--- src/rtl/ps2_kbd_tx_if.sv ---
// ps2_kbd_tx_if: byte handshake between a scan-code source and ps2_kbd_tx.
//   in_valid : source offers in_code this cycle
//   in_code  : scan-code byte
//   in_ready : transmitter FIFO has room; byte taken when in_valid & in_ready
// master = byte source, slave = ps2_kbd_tx.
`timescale 1ns/1ps
interface ps2_kbd_tx_if;
  logic       in_valid;
  logic [7:0] in_code;
  logic       in_ready;

  modport master (output in_valid, output in_code, input in_ready);
  modport slave  (input in_valid, input in_code, output in_ready);
endinterface

--- src/rtl/ps2_kbd_tx.sv ---
// ps2_kbd_tx: PS/2 device-side (keyboard end) transmitter.
// Scan-code bytes are buffered in a 2**FIFO_AW deep FIFO and sent as
// 11-bit frames {stop, odd parity, data[7:0], start}, LSB first.
// Ports:
//   clk, rst        : system clock, synchronous active-high reset
//   in_if (slave)   : in_valid / in_code / in_ready byte handshake
//   inject_perr     : only with PS2_TX_PARITY_ERR_EN; inverts the parity
//                     bit of the frame popped while it is high
//   ps2_clk         : PS/2 clock, idle high
//   ps2_data        : PS/2 data, idle high
//   busy            : frame (incl. gap) in progress or FIFO non-empty
//   overflow        : sticky, a byte was offered while the FIFO was full
// Optional feature macro: PS2_TX_PARITY_ERR_EN
`timescale 1ns/1ps
module ps2_kbd_tx #(
  parameter int CLK_HALF   = 4,
  parameter int GAP_CYCLES = 8,
  parameter int FIFO_AW    = 3
) (
  input  logic         clk,
  input  logic         rst,
  ps2_kbd_tx_if.slave  in_if,
`ifdef PS2_TX_PARITY_ERR_EN
  input  logic         inject_perr,
`endif
  output logic         ps2_clk,
  output logic         ps2_data,
  output logic         busy,
  output logic         overflow
);

  localparam int DEPTH = 1 << FIFO_AW;
  localparam int TMAX  = (CLK_HALF > GAP_CYCLES) ? CLK_HALF : GAP_CYCLES;
  localparam int TW    = $clog2(TMAX + 1);

  typedef enum logic [1:0] {IDLE, BIT_HI, BIT_LO, GAP} state_t;

  state_t           state_q, state_d;
  logic [TW-1:0]    timer_q, timer_d;
  logic [3:0]       bit_cnt_q, bit_cnt_d;
  logic [10:0]      shreg_q, shreg_d;
  logic             ps2_clk_q, ps2_clk_d;
  logic             busy_q, busy_d;
  logic             overflow_q, overflow_d;

  logic [FIFO_AW:0] wr_ptr_q, wr_ptr_d, rd_ptr_q, rd_ptr_d;
  logic [7:0]       mem_q [DEPTH];
  logic             full, empty, push, pop;
  logic [7:0]       pop_code;
  logic             perr;
  logic [10:0]      frame;

  assign empty    = (wr_ptr_q == rd_ptr_q);
  assign full     = (wr_ptr_q[FIFO_AW] != rd_ptr_q[FIFO_AW]) &&
                    (wr_ptr_q[FIFO_AW-1:0] == rd_ptr_q[FIFO_AW-1:0]);
  // full is judged on the current pointers, so a same-cycle pop never
  // frees a slot for a push.
  assign push     = in_if.in_valid && !full;
  assign pop_code = mem_q[rd_ptr_q[FIFO_AW-1:0]];

`ifdef PS2_TX_PARITY_ERR_EN
  assign perr = inject_perr;
`else
  assign perr = 1'b0;
`endif

  assign frame = {1'b1, (~^pop_code) ^ perr, pop_code, 1'b0};

  // ps2_data is the LSB of the shift register; it shifts in ones, so it
  // rests high once the stop bit has been shifted out.
  always_comb begin
    state_d   = state_q;
    timer_d   = timer_q;
    bit_cnt_d = bit_cnt_q;
    shreg_d   = shreg_q;
    ps2_clk_d = ps2_clk_q;
    pop       = 1'b0;

    unique case (state_q)
      IDLE: begin
        ps2_clk_d = 1'b1;
        shreg_d   = '1;
        if (!empty) pop = 1'b1;
      end
      BIT_HI: begin
        if (timer_q == TW'(CLK_HALF - 1)) begin
          timer_d   = '0;
          ps2_clk_d = 1'b0;
          state_d   = BIT_LO;
        end else begin
          timer_d = timer_q + TW'(1);
        end
      end
      BIT_LO: begin
        if (timer_q == TW'(CLK_HALF - 1)) begin
          timer_d   = '0;
          ps2_clk_d = 1'b1;
          shreg_d   = {1'b1, shreg_q[10:1]};
          if (bit_cnt_q < 4'd10) begin
            bit_cnt_d = bit_cnt_q + 4'd1;
            state_d   = BIT_HI;
          end else begin
            state_d = GAP;
          end
        end else begin
          timer_d = timer_q + TW'(1);
        end
      end
      GAP: begin
        if (timer_q == TW'(GAP_CYCLES - 1)) begin
          timer_d = '0;
          state_d = IDLE;
          // Start the next frame straight from the last gap cycle so
          // queued bytes are separated by exactly GAP_CYCLES.
          if (!empty) pop = 1'b1;
        end else begin
          timer_d = timer_q + TW'(1);
        end
      end
      default: state_d = IDLE;
    endcase

    if (pop) begin
      shreg_d   = frame;
      bit_cnt_d = '0;
      timer_d   = '0;
      ps2_clk_d = 1'b1;
      state_d   = BIT_HI;
    end

    wr_ptr_d   = wr_ptr_q + (FIFO_AW + 1)'(push);
    rd_ptr_d   = rd_ptr_q + (FIFO_AW + 1)'(pop);
    busy_d     = (state_d != IDLE) || (wr_ptr_d != rd_ptr_d);
    overflow_d = overflow_q || (in_if.in_valid && full);
  end

  always_ff @(posedge clk) begin
    if (rst) begin
      state_q    <= IDLE;
      timer_q    <= '0;
      bit_cnt_q  <= '0;
      shreg_q    <= '1;
      ps2_clk_q  <= 1'b1;
      busy_q     <= 1'b0;
      overflow_q <= 1'b0;
      wr_ptr_q   <= '0;
      rd_ptr_q   <= '0;
    end else begin
      state_q    <= state_d;
      timer_q    <= timer_d;
      bit_cnt_q  <= bit_cnt_d;
      shreg_q    <= shreg_d;
      ps2_clk_q  <= ps2_clk_d;
      busy_q     <= busy_d;
      overflow_q <= overflow_d;
      wr_ptr_q   <= wr_ptr_d;
      rd_ptr_q   <= rd_ptr_d;
    end
  end

  always_ff @(posedge clk) begin
    if (push) mem_q[wr_ptr_q[FIFO_AW-1:0]] <= in_if.in_code;
  end

  assign in_if.in_ready = !full;
  assign ps2_clk        = ps2_clk_q;
  assign ps2_data       = shreg_q[0];
  assign busy           = busy_q;
  assign overflow       = overflow_q;

endmodule

--- src/flat_wrapper.sv ---
// flat-port wrapper written by rule: the top's interface ports become plain ports
module ps2_kbd_tx_flat 
#(
  parameter int CLK_HALF   = 4,
  parameter int GAP_CYCLES = 8,
  parameter int FIFO_AW    = 3
)
  (clk, rst, ps2_clk, ps2_data, busy, overflow, in_if_in_valid, in_if_in_code, in_if_in_ready);
  ps2_kbd_tx_if in_if_i ();
  input  logic clk;
  input  logic rst;
  output logic ps2_clk;
  output logic ps2_data;
  output logic busy;
  output logic overflow;
  input wire logic [$bits(in_if_i.in_valid)-1:0] in_if_in_valid;
  input wire logic [$bits(in_if_i.in_code)-1:0] in_if_in_code;
  output wire logic [$bits(in_if_i.in_ready)-1:0] in_if_in_ready;
  assign in_if_i.in_valid = in_if_in_valid;
  assign in_if_i.in_code = in_if_in_code;
  assign in_if_in_ready = in_if_i.in_ready;
  ps2_kbd_tx #(.CLK_HALF(CLK_HALF), .GAP_CYCLES(GAP_CYCLES), .FIFO_AW(FIFO_AW)) u_core (.clk(clk), .rst(rst), .in_if(in_if_i), .ps2_clk(ps2_clk), .ps2_data(ps2_data), .busy(busy), .overflow(overflow));
endmodule
--- config.mk ---
export PLATFORM = sky130hd
export DESIGN_NAME = ps2_kbd_tx_flat
export DESIGN_NICKNAME = d
export VERILOG_FILES = /design/src/rtl/ps2_kbd_tx_if.sv /design/src/rtl/ps2_kbd_tx.sv /design/src/flat_wrapper.sv
export SDC_FILE = /design/constraint.sdc
export NUM_CORES = 1
export LEC_CHECK = 0
export ABC_AREA = 1
export BUFFER_PORTS_ARGS = -buffer_cell sky130_fd_sc_hd__buf_2
export CORE_ASPECT_RATIO = 1.25
export CORE_UTILIZATION = 40
export DETAILED_ROUTE_END_ITERATION = 16
export HOLD_SLACK_MARGIN = 0.02
export PLACE_DENSITY = 0.55
export SYNTH_ARGS = -nofsm -noshare
export SYNTH_HDL_FRONTEND = slang
export SYNTH_SLANG_ARGS = --single-unit
--- constraint.sdc ---
create_clock -name clk -period 2.97 [get_ports clk]
set_input_delay 0.4455 -clock clk [delete_from_list [all_inputs] [get_ports clk]]
set_output_delay 0.4455 -clock clk [all_outputs]
set_load 0.02 [all_outputs]
Yosys cells after proc, flatten, opt, wreduce, memory -nomap -nowiden --
Memory sizes are Yosys's and may differ from the RTL's. A register that Yosys moved wholly into a read port is not among the register bits. Index checks and enable logic that the tools add are counted.
Cells by class: equal/unequal tests 12, multiplexer cells 21, add/sub/neg operators 4, reduce and logical (&&, ||, !) cells 19, magnitude comparators 1
Operators with widths (number):
- 11-bit one-hot mux with 2 select lines | 1
- 11-bit 2-to-1 mux | 1
- 10-bit 2-to-1 mux | 1
- 2-bit 2-to-1 mux | 5
- 4-bit by 1-bit adder with 4-bit output | 2
- 4-bit by 1-bit adder with 4-bit output (second input constant) | 2
- 4-bit 2-to-1 mux | 2
- 4-bit one-hot mux with 2 select lines | 1
- 8-bit XNOR reduction | 1
- 1-bit 2-to-1 mux | 6
- 2-bit one-hot mux with 3 select lines | 1
- 3-bit AND reduction | 2
- 2-bit nonzero test | 3
- 3-bit nonzero test | 2
- 2-bit equality test (second input constant) | 2
- 4-bit by 2-bit equality test with 1-bit output (second input constant) | 1
- 4-bit by 3-bit equality test with 1-bit output (second input constant) | 1
- 4-bit equality test | 1
- 4-bit < comparator (second input constant) | 1
- 2-bit by 1-bit != test with 1-bit output (second input constant) | 2
- 4-bit != test | 1
- 2-bit AND reduction | 2
- 2-bit OR reduction | 2
- 3-bit equality test | 1
- other kinds (10) | 13
Storage, ports and cells: memory bits (writable) 64, memories kept 1, input port bits 11, flip-flop bits (word level) 32
Memory list:
- u_core.mem_q | words 8, bits a word 8, read ports 1, clocked after memory_dff 1, write ports 1, RTL line ps2_kbd_tx.sv:47 | logic [7:0] mem_q [DEPTH];

Depth between registers and ports, before layout --
Gate-level depths: netlist (run 1).
depth in word-level cells 7, gate-level depth with buffers 17

Worst setup path before layout (run 1) --
No wires, ideal clock.
path kind register to register, from register u_core.rd_ptr_q[0], to register u_core.busy_q, in the netlist u_core.busy, path buffers 3, required time 2836 ps, setup time 134 ps, clock period less this slack 2370 ps, cell stages (with the launch flop) 16, slack 600 ps, arrival time 2236 ps, cell sequence dfxtp_1 -> buf_6 -> xor2_1 -> a21oi_1 -> nand2_1 -> nor2_1 -> nor2_1 -> nand2_2 -> inv_2 -> buf_6 -> buf_6 -> ha_1 -> ha_1 -> xor2_1 -> nor4_1 -> o211ai_1
Between the ends: cells in the longest elaborated chain, start to end 7
RTL lines:
- from (decl) | RTL line ps2_kbd_tx.sv:46 | logic [FIFO_AW:0] wr_ptr_q, wr_ptr_d, rd_ptr_q, rd_ptr_d;
- from (signal assigned) | RTL line ps2_kbd_tx.sv:157 | rd_ptr_q <= rd_ptr_d;
- 4-bit equality test | RTL line ps2_kbd_tx.sv:53 | assign empty = (wr_ptr_q == rd_ptr_q);
- 1-bit 2-to-1 mux | RTL line ps2_kbd_tx.sv:83, ps2_kbd_tx.sv:115
- 1-bit 2-to-1 mux | RTL line ps2_kbd_tx.sv:110 | if (timer_q == TW'(GAP_CYCLES - 1)) begin
- 1-bit one-hot mux with 2 select lines | RTL line ps2_kbd_tx.sv:79 | unique case (state_q)
- 4-bit by 1-bit adder with 4-bit output (*) | RTL line ps2_kbd_tx.sv:132 | rd_ptr_d = rd_ptr_q + (FIFO_AW + 1)'(pop);
- named net u_core.rd_ptr_d[1] | RTL line ps2_kbd_tx.sv:46
- 4-bit != test (*) | RTL line ps2_kbd_tx.sv:133 | busy_d = (state_d != IDLE) || (wr_ptr_d != rd_ptr_d);
- 1-bit logical OR (*) | RTL line ps2_kbd_tx.sv:133
- to (signal assigned) | RTL line ps2_kbd_tx.sv:154 | busy_q <= busy_d;
- to (decl) | RTL line ps2_kbd_tx.sv:43 | logic busy_q, busy_d;
Mark *: on every way through the listed nets, which the timed path passes. The rest lies on a longest branch. A chain may end at the register's enable or synchronous reset.

Final worst setup path (run 1) --
from register u_core.wr_ptr_q[1], to register u_core.busy_q, in the netlist u_core.busy
Between the ends: cells in the longest elaborated chain, start to end 7
RTL lines:
- from (decl) | RTL line ps2_kbd_tx.sv:46
- from (signal assigned) | RTL line ps2_kbd_tx.sv:156 | wr_ptr_q <= wr_ptr_d;
- 4-bit equality test (*) | RTL line ps2_kbd_tx.sv:53
- 1-bit 2-to-1 mux (*) | RTL line ps2_kbd_tx.sv:83, ps2_kbd_tx.sv:115
- 1-bit 2-to-1 mux | RTL line ps2_kbd_tx.sv:110
- 1-bit one-hot mux with 2 select lines (*) | RTL line ps2_kbd_tx.sv:79
- 4-bit by 1-bit adder with 4-bit output (*) | RTL line ps2_kbd_tx.sv:132
- named net u_core.rd_ptr_d[1] | RTL line ps2_kbd_tx.sv:46
- 4-bit != test (*) | RTL line ps2_kbd_tx.sv:133
- 1-bit logical OR (*) | RTL line ps2_kbd_tx.sv:133
Marks and branches as above.

==> results of run 1 <==
==> worst max-delay path: cells and delay by family, from the launching register on <==
family,cells,cell delay [ps]
AO/OA/AOI/OAI,2,270
flip-flops,1,430
XOR/XNOR,1,170
buffers and inverters,1,40
AND/OR/NAND/NOR,6,690
adder cells (fa/ha/maj),2,500
==> routing by layer <==
layer	vias to the layer above	wire length [um]
li1	1776	-
met1	1580	4310
met2	38	4980
met3	10	269
met4	0	142
met5	-	0
==> cell usage after synthesis <==
| master | instances |
|---|---|
| o211ai_1 | 1 |
| nor2_1 | 29 |
| a21oi_1 | 20 |
| a21oi_2 | 1 |
| buf_1 | 1 |
| inv_4 | 1 |
| edfxtp_1 | 64 |
| or2_2 | 2 |
| o21ai_1 | 4 |
| dfxtp_1 | 31 |
| o221ai_1 | 1 |
| nor4_1 | 1 |
| buf_2 | 3 |
| nand2_2 | 3 |
| nor3_2 | 1 |
| clkbuf_1 | 2 |
| nand4_1 | 2 |
| inv_1 | 86 |
| o211ai_2 | 9 |
| o311ai_0 | 1 |
| xnor2_1 | 3 |
| nor2_2 | 1 |
| nand3_1 | 46 |
| ha_1 | 11 |
| xor2_1 | 9 |
| o21ai_0 | 10 |
| buf_4 | 6 |
| nor3_1 | 1 |
| buf_6 | 6 |
| inv_2 | 6 |
| nand2_1 | 189 |
| clkbuf_2 | 1 |
==> path summary, 6_finish.rpt <==
check                                         from  depth (start not counted)  slack (ps)         endpoint
worst min register to register     u_core.overflow                          2         450  u_core.overflow
worst min-delay path                in_if_in_valid                          3         370  u_core.overflow
worst max-delay path            u_core.wr_ptr_q[1]                         12         730      u_core.busy
worst max register to register  u_core.wr_ptr_q[1]                         12         730      u_core.busy
==> per-stage QoR <==
stage          instances  instance area, sq um  setup slack (ps)  util, %  hold slack (ps)
5_1_grt              711                  5190               420     44.9              381
3_3_place_gp         695                  4890               801     42.3              436
4_1_cts              711                  5190               709     44.9              369
6_report             711                  5190               733     44.9              373
3_5_place_dp         695                  4890               721     42.3              446
2_1_floorplan        552                  4720               600        -              431
==> sequential cells by signal, indices dropped and copies added (netlist names) <==
register,flops
u_core.ps2_clk,1
u_core.overflow,1
u_core.shreg_q,10
u_core.state_q,2
u_core.wr_ptr_q,4
u_core.bit_cnt_q,4
u_core.timer_q,4
u_core.mem_q,64
u_core.rd_ptr_q,4
u_core.busy,1
==> power by group through the flow <==
stage | Combinational (W) | Clock (W) | Sequential (W)
after floorplan | 0.00108 | 0 | 0.00159
after global placement | 0.00130 | 0 | 0.00158
after detailed placement | 0.00132 | 0 | 0.00159
after CTS | 0.00132 | 0.00121 | 0.00156
after global routing | 0.00151 | 0.00126 | 0.00157
final | 0.00131 | 0.00118 | 0.00156
==> area by class of cell <==
| cell class | count | area, sq um |
|---|---|---|
| clock buffer | 9 | 225 |
| clock inverter | 7 | 81.3 |
| fill | 1161 | 6370 |
| inverter | 93 | 352 |
| multi-input combinational | 345 | 1680 |
| sequential | 95 | 2540 |
| tap | 138 | 173 |
| timing repair buffer | 24 | 143 |
==> kinds of logic (layout without fill, tap and decap cells) <==
group | after synthesis | in the layout | share of synthesized area (%)
compound gates | 47 | 47 | 6.71
buf+inv | 112 | 133 | 10.5
simple gates | 275 | 275 | 23.7
xor+xnor | 12 | 12 | 2.23
flops | 95 | 95 | 53.9
fa+ha+maj | 11 | 11 | 2.92
==> impl_metrics.toml, run 1 <==
[critical_path]
startpoint_type = "flop"
critPathCaptureType = "flop"
slowest_delay_ps = 430
worst_ep_required_time_ps = 3180
crit_chain = "nand2_1, a21oi_1, nand2_1, nor2_1, nor2_1, nand2_2, inv_2, ha_1, ha_1, xor2_1, nor4_1, o211ai_1"
crit_fanout = 6
slowest_stage = "dfxtp_1"
worstPathArrival_ps = 2450
criticalPathCategory = "flop to flop"

[drt]
totalWireLength_mm = 9.70
via_per_inst = 4.79
vias = 3404
drt_pass1_iterations = 4
post_drt_wl_per_cell_um = 13.6
ant_nets = 0
drt_first_iter_violations = 125
drcViolationCount = 0

[cells_and_area]
drive_above_1_share_pct = 11.2
final_common_cell = "nand2_1"
layout_common_cells = "nand2_1, inv_1, edfxtp_1"
diodes = 0
nNetsFinal = 590
area_delta_synth_final_pct = 10.1

[logic_synthesis]
yosysWarnings = 0
syn-cell-area_sq_um = 4720
syn-num-nets = 574
postSynthCellCount = 552
yosysTopAreaCellShare_pct = 40.7
synth_seq_cells = 95
yosysSeqAreaShare_pct = 53.9
synth.area.top_cells = "edfxtp_1, nand2_1, dfxtp_1, inv_1, nand3_1"
yosysUniqueCellTypes = 32
yosys.area.top_type = "edfxtp_1"
avgSynthCellArea_sq_um = 8.55

[power]
share_comb_of_total_power_pct = 32.4
cellLeakagePower_nw = 2.37
switching_share_pct = 35.7
power.total_w = 0.00405
irDropWorstVdd_v = 0.000330
power.switching_w = 0.00144
power_frac_seq_pct = 38.5
p_per_area_nw_per_um2 = 779
p_int_w = 0.00260
pwr-share-clk_pct = 29.1

[clocking]
cts_resized = 0
ctsHoldBuffers = 0
cts-root-buf = "clkbuf_16"
clkLatencyLatePin_ps = 340
cts_buffer_depth = 2
h-tree-depth = 3
cts_made_buffers = 9
postCtsSetupBuffers = 0
cts_tree = "done"
clk_pin_slew_worst_paths_ps = 70
cts_num_sinks = 95

[global_routing]
grt_first_pass_wirelength_mm = 16.0
grt_pass1_vias = 3252
grtUsageMet3_pct = 3.22
grt_usage_pct = 17.4
use_met2_pct = 32.4
use_met1_pct = 20.1
top_usage_layer = "met2"
grt_max_degree = 36
gr-total-overflow = 0
grt_antenna_before_repair = 0

[sta]
fin_worst_skew_ps = 4.12
maxSlewViolCount = 0
setup_viol = 0
slew_headroom_pct = 41.8
finalHoldViolations = 0
setup_tns_ps = 0
rsz0062_at_grt = "no"
period_share_pct = 75.3
fmax_mhz = 447
min_period_ps = 2240
tightest_slew_ps = 870

[floorplanning]
start_util_pct = 40.8
coreArea_sq_um = 11600
fp.dieW_um = 99.1
dieArea_sq_um = 12200
die_h_um = 123
placementRows = 44
pin_count = 16

[worst_hold_path]
hold_path.class = "input port to flop"

[run]
drv_cap = 0

[place]
hpwlAfterDp_mm = 6.68
place_congestion = 0.777
portBuffers = 15

[run_status]
status = "finished, final reports clean"
Note: power is estimated with default switching activity, not from simulation.
==> inputs of run 2 (changes only) <==
- clock period: 2.97 -> 2.2 ns (I/O delays scaled with it)
==> run 2 against run 1 <==
Compared with the run above: clock power up 36%; non-clock buffer count up 16; utilization up 2.2 points; highest routed layer unchanged; clock skew up 1.9 ps; critical endpoint unchanged; first-iteration DRC count up 30%; combinational power up 49%; hold slack worse by 110 ps; setup slack worse by 590 ps.
==> impl_metrics.toml, run 2 (synthesis gave the netlist of run 1 again) <==
[power]
cellLeakagePower_nw = 2.45
power.total_w = 0.00565
p_per_area_nw_per_um2 = 1040
irDropWorstVdd_v = 0.000398

[drt]
drt_pass1_iterations = 4
drt_first_iter_violations = 162
totalWireLength_mm = 9.96
drcViolationCount = 0
ant_nets = 0
via_per_inst = 4.78
post_drt_wl_per_cell_um = 13.7
vias = 3476

[sta]
slew_headroom_pct = 43.6
period_share_pct = 93.6
hold_ws_ps = 264
maxSlewViolCount = 0
rsz0062_at_grt = "yes"
setup_tns_ps = 0
finalHoldViolations = 0
setup_viol = 0
min_period_ps = 2060
fmax_mhz = 485
fin_worst_skew_ps = 6.05
timing.final.ws_setup_ps = 140
tightest_slew_ps = 843

[cells_and_area]
largest_reg_flops = 64
nNetsFinal = 606
fillerInstances = 1124
drive_above_1_share_pct = 17.7
layout_common_cells = "nand2_1, inv_1, edfxtp_1"
area_delta_synth_final_pct = 15.5
diodes = 0
final_common_cell = "nand2_1"

[global_routing]
grt_max_degree = 36
grt_pass1_vias = 3290
gr-total-overflow = 0
grt_antenna_before_repair = 0
grt_first_pass_wirelength_mm = 16.2
grt_usage_pct = 17.5

[critical_path]
criticalPathCategory = "flop to flop"
rr_worst_depth = 14
worstPathArrival_ps = 2270
startpoint = "u_core.rd_ptr_q[1]"
critPathCaptureType = "flop"
worst_ep_required_time_ps = 2410
endpoint = "u_core.busy"
crit_fanout = 3
r2r_start = "u_core.rd_ptr_q[1]"
r2r_end = "u_core.busy"
ff2ff_setup_slack_ps = 140
startpoint_type = "flop"

[floorplanning]
coreArea_sq_um = 11600
die_h_um = 123
fp.dieW_um = 99.1
dieArea_sq_um = 12200
start_util_pct = 40.8
pin_count = 16
placementRows = 44

[worst_hold_path]
min_from = "in_if_in_code[5]"
hold_path.class = "input port to flop"

[clocking]
cts_num_sinks = 95
cts_made_buffers = 9
cts_buffer_depth = 2
cts_tree = "done"
cts-root-buf = "clkbuf_16"
clk_pin_slew_worst_paths_ps = 70
h-tree-depth = 3
ctsHoldBuffers = 0
clkLatencyLatePin_ps = 340

[place]
hpwlAfterDp_mm = 6.79
portBuffers = 15
place_congestion = 0.794
dp_slack_ps = 1.16

[run_status]
status = "finished, final reports clean"

[run]
drv_cap = 0
==> run 2: cell count changes in the layout (fill, tap and decap cells not counted), sizes merged <==
cell,previous run,this run
clkinv,2,1
buf,24,40
clkinvlp,2,1
inv,95,97
==> run 2: how the worst min path moves through the flow <==
stage,end,slack (ps),cells past startpoint
after CTS,u_core.mem_q[7][5],260,1
after detailed placement,u_core.overflow,440,2
final,u_core.mem_q[7][5],260,1
after global placement,u_core.overflow,440,2
after floorplan,u_core.mem_q[0][0],430,0
after global routing,u_core.overflow,270,3
==> run 2: power breakdown <==
group          switching [W]  total [W]  internal, W
Sequential         0.0000674    0.00211      0.00204
Clock               0.000698    0.00160     0.000898
Combinational        0.00125    0.00195     0.000701
Total                0.00201    0.00565      0.00364
==> run 2: repair_timing <==
action	4_1_cts	5_1_grt
gates resized for setup	1	32
pin swaps	0	7
endpoints found under the setup margin	1	26
buffers inserted	0	2
==> run 2: through the flow <==
stage	instance area, sq um	utilization, %	std cells
after global routing	5450	47.1	727
final	5450	47.1	727
after floorplan	4720	-	552
after CTS	5310	45.9	725
after detailed placement	5000	43.2	709
after global placement	5000	43.2	709
==> run 2: final cells by class <==
class / count / area (sq um) / share of cell area, %
repair buffers: 40 / 270 / 4.96
clock inverters: 7 / 78.8 / 1.45
multi-input cells: 345 / 1800 / 33.0
clock buffers: 9 / 225 / 4.14
flip-flops and latches: 95 / 2550 / 46.8
well taps: 138 / 173 / 3.17
inverters: 93 / 352 / 6.46
==> run 2: metal layers <==
metal  share of wire (%)  global-route usage [%]  vias up
met5                   0                       0        -
met4                 2.6                    7.35        0
met3                 2.8                    3.39       18
met2                  52                    31.9       61
met1                  43                    20.1     1593
li1                    -                       -     1804
==> run 2: worst max-delay path: stages (launching register included) <==
cell and delay [ps]:
dfxtp_2 320, inv_1 80, nand2_1 70, a21oi_2 150, nand2_2 100, nor2_4 130, nor2_2 40, nand2_2 60
inv_2 50, ha_4 160, ha_4 160, xor2_2 150, xnor2_1 140, nor4_1 220, o211ai_1 100
